### config.mk
export PLATFORM = sky130hd
export DESIGN_NAME = fifo_uart_tx
export DESIGN_NICKNAME = d
export VERILOG_FILES = /design/src/rtl/fifo_uart_tx.sv
export SDC_FILE = /design/constraint.sdc
export NUM_CORES = 1
export LEC_CHECK = 0
export BUFFER_PORTS_ARGS = -buffer_cell sky130_fd_sc_hd__buf_2
export CORE_UTILIZATION = 57
export CTS_CLUSTER_DIAMETER = 200
export DETAILED_ROUTE_END_ITERATION = 8
export GPL_ROUTABILITY_DRIVEN = 0
export PLACE_DENSITY = 0.9
export SYNTH_ARGS = -nofsm -noshare
export SYNTH_HDL_FRONTEND = slang
export SYNTH_SLANG_ARGS = --single-unit
export TNS_END_PERCENT = 50
### constraint.sdc
create_clock -name clk -period 6 [get_ports clk]
set_clock_uncertainty 0.2 [all_clocks]
set_input_delay 0.6 -clock clk [delete_from_list [all_inputs] [get_ports clk]]
set_output_delay 0.6 -clock clk [all_outputs]
set_load 0.01 [all_outputs]
### src/rtl/fifo_uart_tx.sv
// FIFO read-side UART serializer: pops show-ahead FIFO words and sends start, data (LSB first), optional even parity, stop.
// Optional parity stage enabled by defining FIFO_UART_TX_PARITY_EN; port list is identical either way.
module fifo_uart_tx #(
    parameter int WIDTH        = 8,
    parameter int CLKS_PER_BIT = 16
) (
    input  logic             clk,
    input  logic             rst,
    input  logic             tx_en,
    input  logic             fifo_empty,
    input  logic [WIDTH-1:0] fifo_data,
    output logic             fifo_read,
    output logic             tx,
    output logic             busy,
    output logic             frame_done
);

    localparam int IDX_W = (WIDTH > 1) ? $clog2(WIDTH) : 1;
    localparam int CNT_W = $clog2(CLKS_PER_BIT);
    localparam logic [IDX_W-1:0] IDX_LAST = IDX_W'(WIDTH - 1);
    localparam logic [CNT_W-1:0] CNT_LAST = CNT_W'(CLKS_PER_BIT - 1);

`ifdef FIFO_UART_TX_PARITY_EN
    typedef enum logic [2:0] {
        ST_IDLE   = 3'd0,
        ST_START  = 3'd1,
        ST_DATA   = 3'd2,
        ST_PARITY = 3'd3,
        ST_STOP   = 3'd4
    } state_t;
`else
    typedef enum logic [2:0] {
        ST_IDLE  = 3'd0,
        ST_START = 3'd1,
        ST_DATA  = 3'd2,
        ST_STOP  = 3'd4
    } state_t;
`endif

    state_t             state_r;
    state_t             state_s;
    logic [CNT_W-1:0]   cnt_r;
    logic [IDX_W-1:0]   idx_r;
    logic [WIDTH-1:0]   shift_r;
    logic               last_cycle_s;
    logic               pop_s;
`ifdef FIFO_UART_TX_PARITY_EN
    logic               parity_r;
`endif

    assign last_cycle_s = (cnt_r == CNT_LAST);
    // Pop decision uses only registered state and FIFO flags, never the data word.
    assign pop_s = ~rst & tx_en & ~fifo_empty &
                   ((state_r == ST_IDLE) | ((state_r == ST_STOP) & last_cycle_s));
    assign fifo_read = pop_s;

    // State register.
    always_ff @(posedge clk) begin
        if (rst) begin
            state_r <= ST_IDLE;
        end else begin
            state_r <= state_s;
        end
    end

    // Baud counter, bit index, shift register and parity accumulator.
    always_ff @(posedge clk) begin
        if (rst) begin
            cnt_r   <= '0;
            idx_r   <= '0;
            shift_r <= '0;
`ifdef FIFO_UART_TX_PARITY_EN
            parity_r <= 1'b0;
`endif
        end else if (pop_s) begin
            cnt_r   <= '0;
            idx_r   <= '0;
            shift_r <= fifo_data;
`ifdef FIFO_UART_TX_PARITY_EN
            parity_r <= 1'b0;
`endif
        end else if (state_r != ST_IDLE) begin
            cnt_r <= last_cycle_s ? '0 : (cnt_r + CNT_W'(1));
            if ((state_r == ST_DATA) && last_cycle_s) begin
                shift_r <= shift_r >> 1;
                idx_r   <= idx_r + IDX_W'(1);
`ifdef FIFO_UART_TX_PARITY_EN
                parity_r <= parity_r ^ shift_r[0];
`endif
            end
        end else begin
            cnt_r <= '0;
        end
    end

    // Next-state and line/status decode.
    always_comb begin
        state_s    = state_r;
        tx         = 1'b1;
        busy       = 1'b1;
        frame_done = 1'b0;
        case (state_r)
            ST_IDLE: begin
                busy = 1'b0;
                if (pop_s) begin
                    state_s = ST_START;
                end else begin
                    state_s = ST_IDLE;
                end
            end
            ST_START: begin
                tx = 1'b0;
                if (last_cycle_s) begin
                    state_s = ST_DATA;
                end else begin
                    state_s = ST_START;
                end
            end
            ST_DATA: begin
                tx = shift_r[0];
                if (last_cycle_s && (idx_r == IDX_LAST)) begin
`ifdef FIFO_UART_TX_PARITY_EN
                    state_s = ST_PARITY;
`else
                    state_s = ST_STOP;
`endif
                end else begin
                    state_s = ST_DATA;
                end
            end
`ifdef FIFO_UART_TX_PARITY_EN
            ST_PARITY: begin
                tx = parity_r;
                if (last_cycle_s) begin
                    state_s = ST_STOP;
                end else begin
                    state_s = ST_PARITY;
                end
            end
`endif
            ST_STOP: begin
                if (last_cycle_s) begin
                    frame_done = 1'b1;
                    state_s    = pop_s ? ST_START : ST_IDLE;
                end else begin
                    state_s = ST_STOP;
                end
            end
            default: begin
                busy    = 1'b0;
                state_s = ST_IDLE;
            end
        endcase
    end

endmodule

# After elaboration in Yosys (flattened, before gate mapping)
# Cells that the tools add are included.
# W data, S select, Z words.
[totals]
output_inout_bits = 4
elab_cells = 42
register_bits = 18
[op_classes]
add_sub_neg = 2
n_mux = 12
bitwise = 8
n_eq_ne = 5
n_reduce_logical = 11
[op_table]
columns = ["op", "count"]
rows = [
  ["$mux W8", 3],
  ["$pmux W3 S4", 1],
  ["$eq A3 B3 Y1 const B", 2],
  ["$mux W3", 2],
  ["$add A4 B1 Y4 const B", 1],
  ["$and A1 B1 Y1", 4],
  ["$eq A4 B4 Y1 const B", 1],
  ["$mux W1", 4],
  ["$reduce_and A2 Y1", 2],
  ["$reduce_bool A2 Y1", 2],
  ["$reduce_or A4 Y1", 1],
  ["$add A3 B1 Y3 const B", 1],
  ["$eq A3 B1 Y1 const B", 1],
  ["$eq A3 B2 Y1 const B", 1],
  ["$logic_not A3 Y1", 1],
  ["$not A1 Y1", 3],
  ["$reduce_bool A3 Y1", 1],
  ["$reduce_or A3 Y1", 1],
  ["$logic_and A1 B1 Y1", 2],
  ["$mux W2", 1],
  ["$pmux W1 S2", 1],
  ["$reduce_or A2 Y1", 1],
  ["$or A1 B1 Y1", 1],
]

# Logic depth before layout (Yosys ltp)
[depth]
ltp_word = 7
ltp_mapped = 6
mapped_depth_nobuf = 5

# Worst setup path before layout
# Ideal clock, no wire load.
[synth_path]
path_type = "input -> output"
start = "input port fifo_empty"
end = "output port fifo_read"
cell_stages = 3
setup_slack_ps = 3684
arrival_time_ps = 1516
n_path_buf = 1
path_cell_list = "or4b_1 -> a211oi_2 -> buf_4"
[synth_via]
elab_chain_cells = 3
[synth_lines]
columns = ["item", "line_no", "text"]
rows = [
  ["start, declared", "10", "input logic fifo_empty,"],
  ["$not A1 Y1", "53", "assign pop_s = ~rst & tx_en & ~fifo_empty &"],
  ["$and A1 B1 Y1 (2 in a row)", "53", ""],
  ["end, declared", "12", "output logic fifo_read,"],
]
# Every way passes these cells.

# Final worst setup path
[layout_path]
start = "register cnt_r[0]"
end = "output port fifo_read"
[layout_via]
elab_chain_cells = 4
[layout_lines]
columns = ["item", "line_no", "text"]
rows = [
  ["start, declared", "42", "logic [CNT_W-1:0] cnt_r;"],
  ["start signal, assigned", "83", "cnt_r <= last_cycle_s ? '0 : (cnt_r + CNT_W'(1));"],
  ["$eq A4 B4 Y1", "51", "assign last_cycle_s = (cnt_r == CNT_LAST);"],
  ["$and A1 B1 Y1", "54", "((state_r == ST_IDLE) | ((state_r == ST_STOP) & last_cycle_s));"],
  ["$or A1 B1 Y1", "54", ""],
  ["$and A1 B1 Y1", "53", ""],
]
# Every way passes these cells.

==> summary.md <==
In this run the static leakage power is 0.397 nW. For this design the ratio of total power to cell area is 221 nW/µm². The run gives 1.13 mm as the HPWL reported at the end of detailed placement. Endpoint of the worst-slack reg-to-reg timing path: shift_r[0].

The count of nets left with antenna violations once routing finished came out at 0. For this design the top-level I/O count stands at 16. Setup repair after global routing left no endpoint under its margin. The number of enable-type register cells in the synthesized netlist is 0. The tools report the max-slew violation count as 0.

The number of setup buffers added after CTS was 0. Predominant post-synthesis flop cell: dfxtp_1. In the final routed layout, each cell accounts on average for 12.8 µm. Total count of hold-check failures in the final report: 0. The time the worst path needs with I/O delays and setup came out at 2.75 ns.

The checks that failed: design-rule violations. Clock latency on the worst-skew pair: 0.30 ns. The global routing stage identified its most utilized layer as met2. The number of failing setup endpoints in the final timing report is 0. Yosys printed 0 warnings. The run gives 724 as the via count of the first global-routing pass.

The area growth from synthesis to layout is 10.6%. The run gives 0 as the count of inserted antenna diode cells. Iteration count of the initial detailed-routing pass: 6. The layout has 126 filler cells. The number of buffers on the longest clock path was 2; the final layout net count was 130. The worst setup path is launched from a flop. Global routing used 37.2% of the available met2 tracks.

After clock tree synthesis, the clock-pin slew on the worst setup and hold paths is 0.11 ns. The overall fraction of global-route tracks in use is 21.9%. The tool flagged a number of max-cap violations equal to 0. The number of I/O port buffers was 15; the data required time of the critical path was 5.20 ns. The library cell used most frequently in the layout, excluding fill and tap cells, is dfxtp_1.

In the layout the commonest cells are dfxtp_1, buf_2, inv_1. The die covers 1780 µm². From bottom edge to top edge, the die measures 42.1 µm. Maximum fanout encountered on the critical timing path: 20.

At the placement stage, the worst setup path has a slack of 3.33 ns. For hold timing, the worst endpoint is cnt_r[0]. The number of antenna violations at the first check in global routing was 0; the number of cells traversed by the worst hold path was 1. The worst flop-to-flop path startpoint is cnt_r[0]. Final hold analysis gives a worst-case slack of 0.256 ns. Data on the critical path arrives at its endpoint at 1.95 ns. TritonCTS built the clock tree.

The root buffer cell is clkbuf_4. Global routing finished with a remaining overflow of 0. The number of sinks handled by clock tree synthesis came out at 18. For the number of H-tree levels, the log shows 1. In this run the core area contains 14 standard-cell rows. The tools report the CTS buffer count as 3.

The final critical path takes up 45.9% of the cycle. In this run, the number of DRC markers left after iteration 0 of detailed routing was 10. For the quantity of gates resized following cts, the log shows 0.

The share of layout cells above drive strength 1 was 26.3%; the setup total negative slack was 0 ns. The worst setup slack for register-to-register paths was 3.88 ns; the unique cell type count in the Yosys netlist was 30. The logs give 2.98 mm for the global-route wire length before repair and 21 for the largest net degree at the start of global routing.

The detailed-route DRC error count came out at 1. For met3 alone, demand over resource in global routing was 4.31%. The worst-case IR drop observed on VDD is 0.154 mV.

Summed over all layers, the routed wires come to 1.67 mm. Fraction of the yosys area taken by sequential cells: 39.2%. The critical-path cell with the highest stage delay is dfxtp_1. The async set-reset flop share out of synthesis is 0%, and the number of synthesized register bits is 18. For the pin with the worst max-slew slack, the measured transition is 0.467 ns.

The via density per instance works out to 5.72. The synthesized netlist occupies a cell area of 918 µm². The run finished, with violations left.

Dividing the synthesized area by the synthesized cell count gives 9.09 µm². Setup slack on the critical path of the routed design comes to 3.25 ns. After technology mapping, the gate count stands at 101. The setup path with the least slack is of type flop to output pin. The region available for standard cell placement spans 1510 µm². Class of the worst hold path: flop to flop. The overall die width is 42.1 µm, and the delay of the slowest cell on the worst path is 0.37 ns. The start point of the worst hold path is cnt_r[0]. Headroom to the max-slew limit came out at 68.8%.

Walking the worst path, the cells encountered are ha_1, nand3_1, a211oi_2, buf_4, buf_2. Measured in cells, the most critical reg-to-reg path has a length of 5. Summing over every cut layer, the via total after detailed routing is 744.

The post-layout total power was 0.000225 W. STA classifies the critical path endpoint as an output pin. The maximum operating frequency is 0.363 GHz, and the synthesized netlist net count is 116. For this configuration, the core starts out at a cell density of 61.0%. The tools report the count of hold-fix buffers inserted at cts as 0. Global routing used 25.7% of the available met1 tracks.
## metrics by stage
stage          utilization (%)  area, µm²  std cells
2_1_floorplan                -        918        101
3_3_place_gp              65.0        980        126
3_5_place_dp              65.0        980        126
4_1_cts                   67.4       1020        130
5_1_grt                   67.4       1020        130
6_report                  67.4       1020        130
## per-layer routing
layer / vias to the layer above / share of wire, %
met4: 0 / 1.9
li1: 383 / -
met1: 337 / 45
met5: - / 0
met2: 19 / 50
met3: 5 / 3.1
## flip-flops by register name (all words and copies together) (netlist names)
signal,count
state_r,3
cnt_r,4
idx_r,3
shift_r,8
## cells by family after synthesis
family	Yosys count	synth area share, %
adder cells (fa/ha/maj)	3	4.09
flip-flops	18	39.2
multiplexers	2	2.18
buffers and inverters	17	8.58
AND/OR/NAND/NOR	34	19.8
XOR/XNOR	3	2.86
AO/OA/AOI/OAI	24	23.3
## cell usage after synthesis (2+ instances only)
master	number	area share [%]
nor2b_1	2	1.4
clkbuf_1	4	1.6
ha_1	3	4.1
a221oi_2	7	11
nor3_1	6	3.3
or3_1	2	1.4
nand3_1	3	1.6
dfxtp_1	18	39
nand2_1	9	3.7
a21oi_1	9	4.9
mux2i_1	2	2.2
buf_4	2	1.6
a211oi_1	2	1.6
nor2_1	6	2.5
xnor2_1	2	1.9
inv_1	10	4.1
## where the power goes
part | internal [W] | switching [W]
clock | 0.0000371 | 0.0000406
combinational | 0.0000101 | 0.0000116
sequential | 0.000123 | 0.00000259
## final cells by class
type | count | area, µm² | area share (%)
sequential | 18 | 360 | 35.5
tap | 16 | 20.0 | 1.97
clock buffer | 4 | 36.3 | 3.57
timing repair buffer | 16 | 82.6 | 8.13
multi-input combinational | 66 | 479 | 47.2
inverter | 10 | 37.5 | 3.69
## worst max path at each step
stage | depth (start not counted) | from | endpoint | slack [ns]
detailed placement | 5 | fifo_empty | fifo_read | 3.33
global route | 5 | cnt_r[0] | fifo_read | 3.15
CTS | 5 | cnt_r[0] | fifo_read | 3.26
finish | 5 | cnt_r[0] | fifo_read | 3.25
global placement | 5 | fifo_empty | fifo_read | 3.36
floorplan | 3 | fifo_empty | fifo_read | 3.68
## worst max-delay path, delay by kind of cell (launching register included)
family	cells	cell delay, ns
fa+ha+maj	1	0.21
flops	1	0.37
compound gates	1	0.30
simple gates	1	0.29
buf+inv	2	0.47
Power figures use the tool's default switching activity.
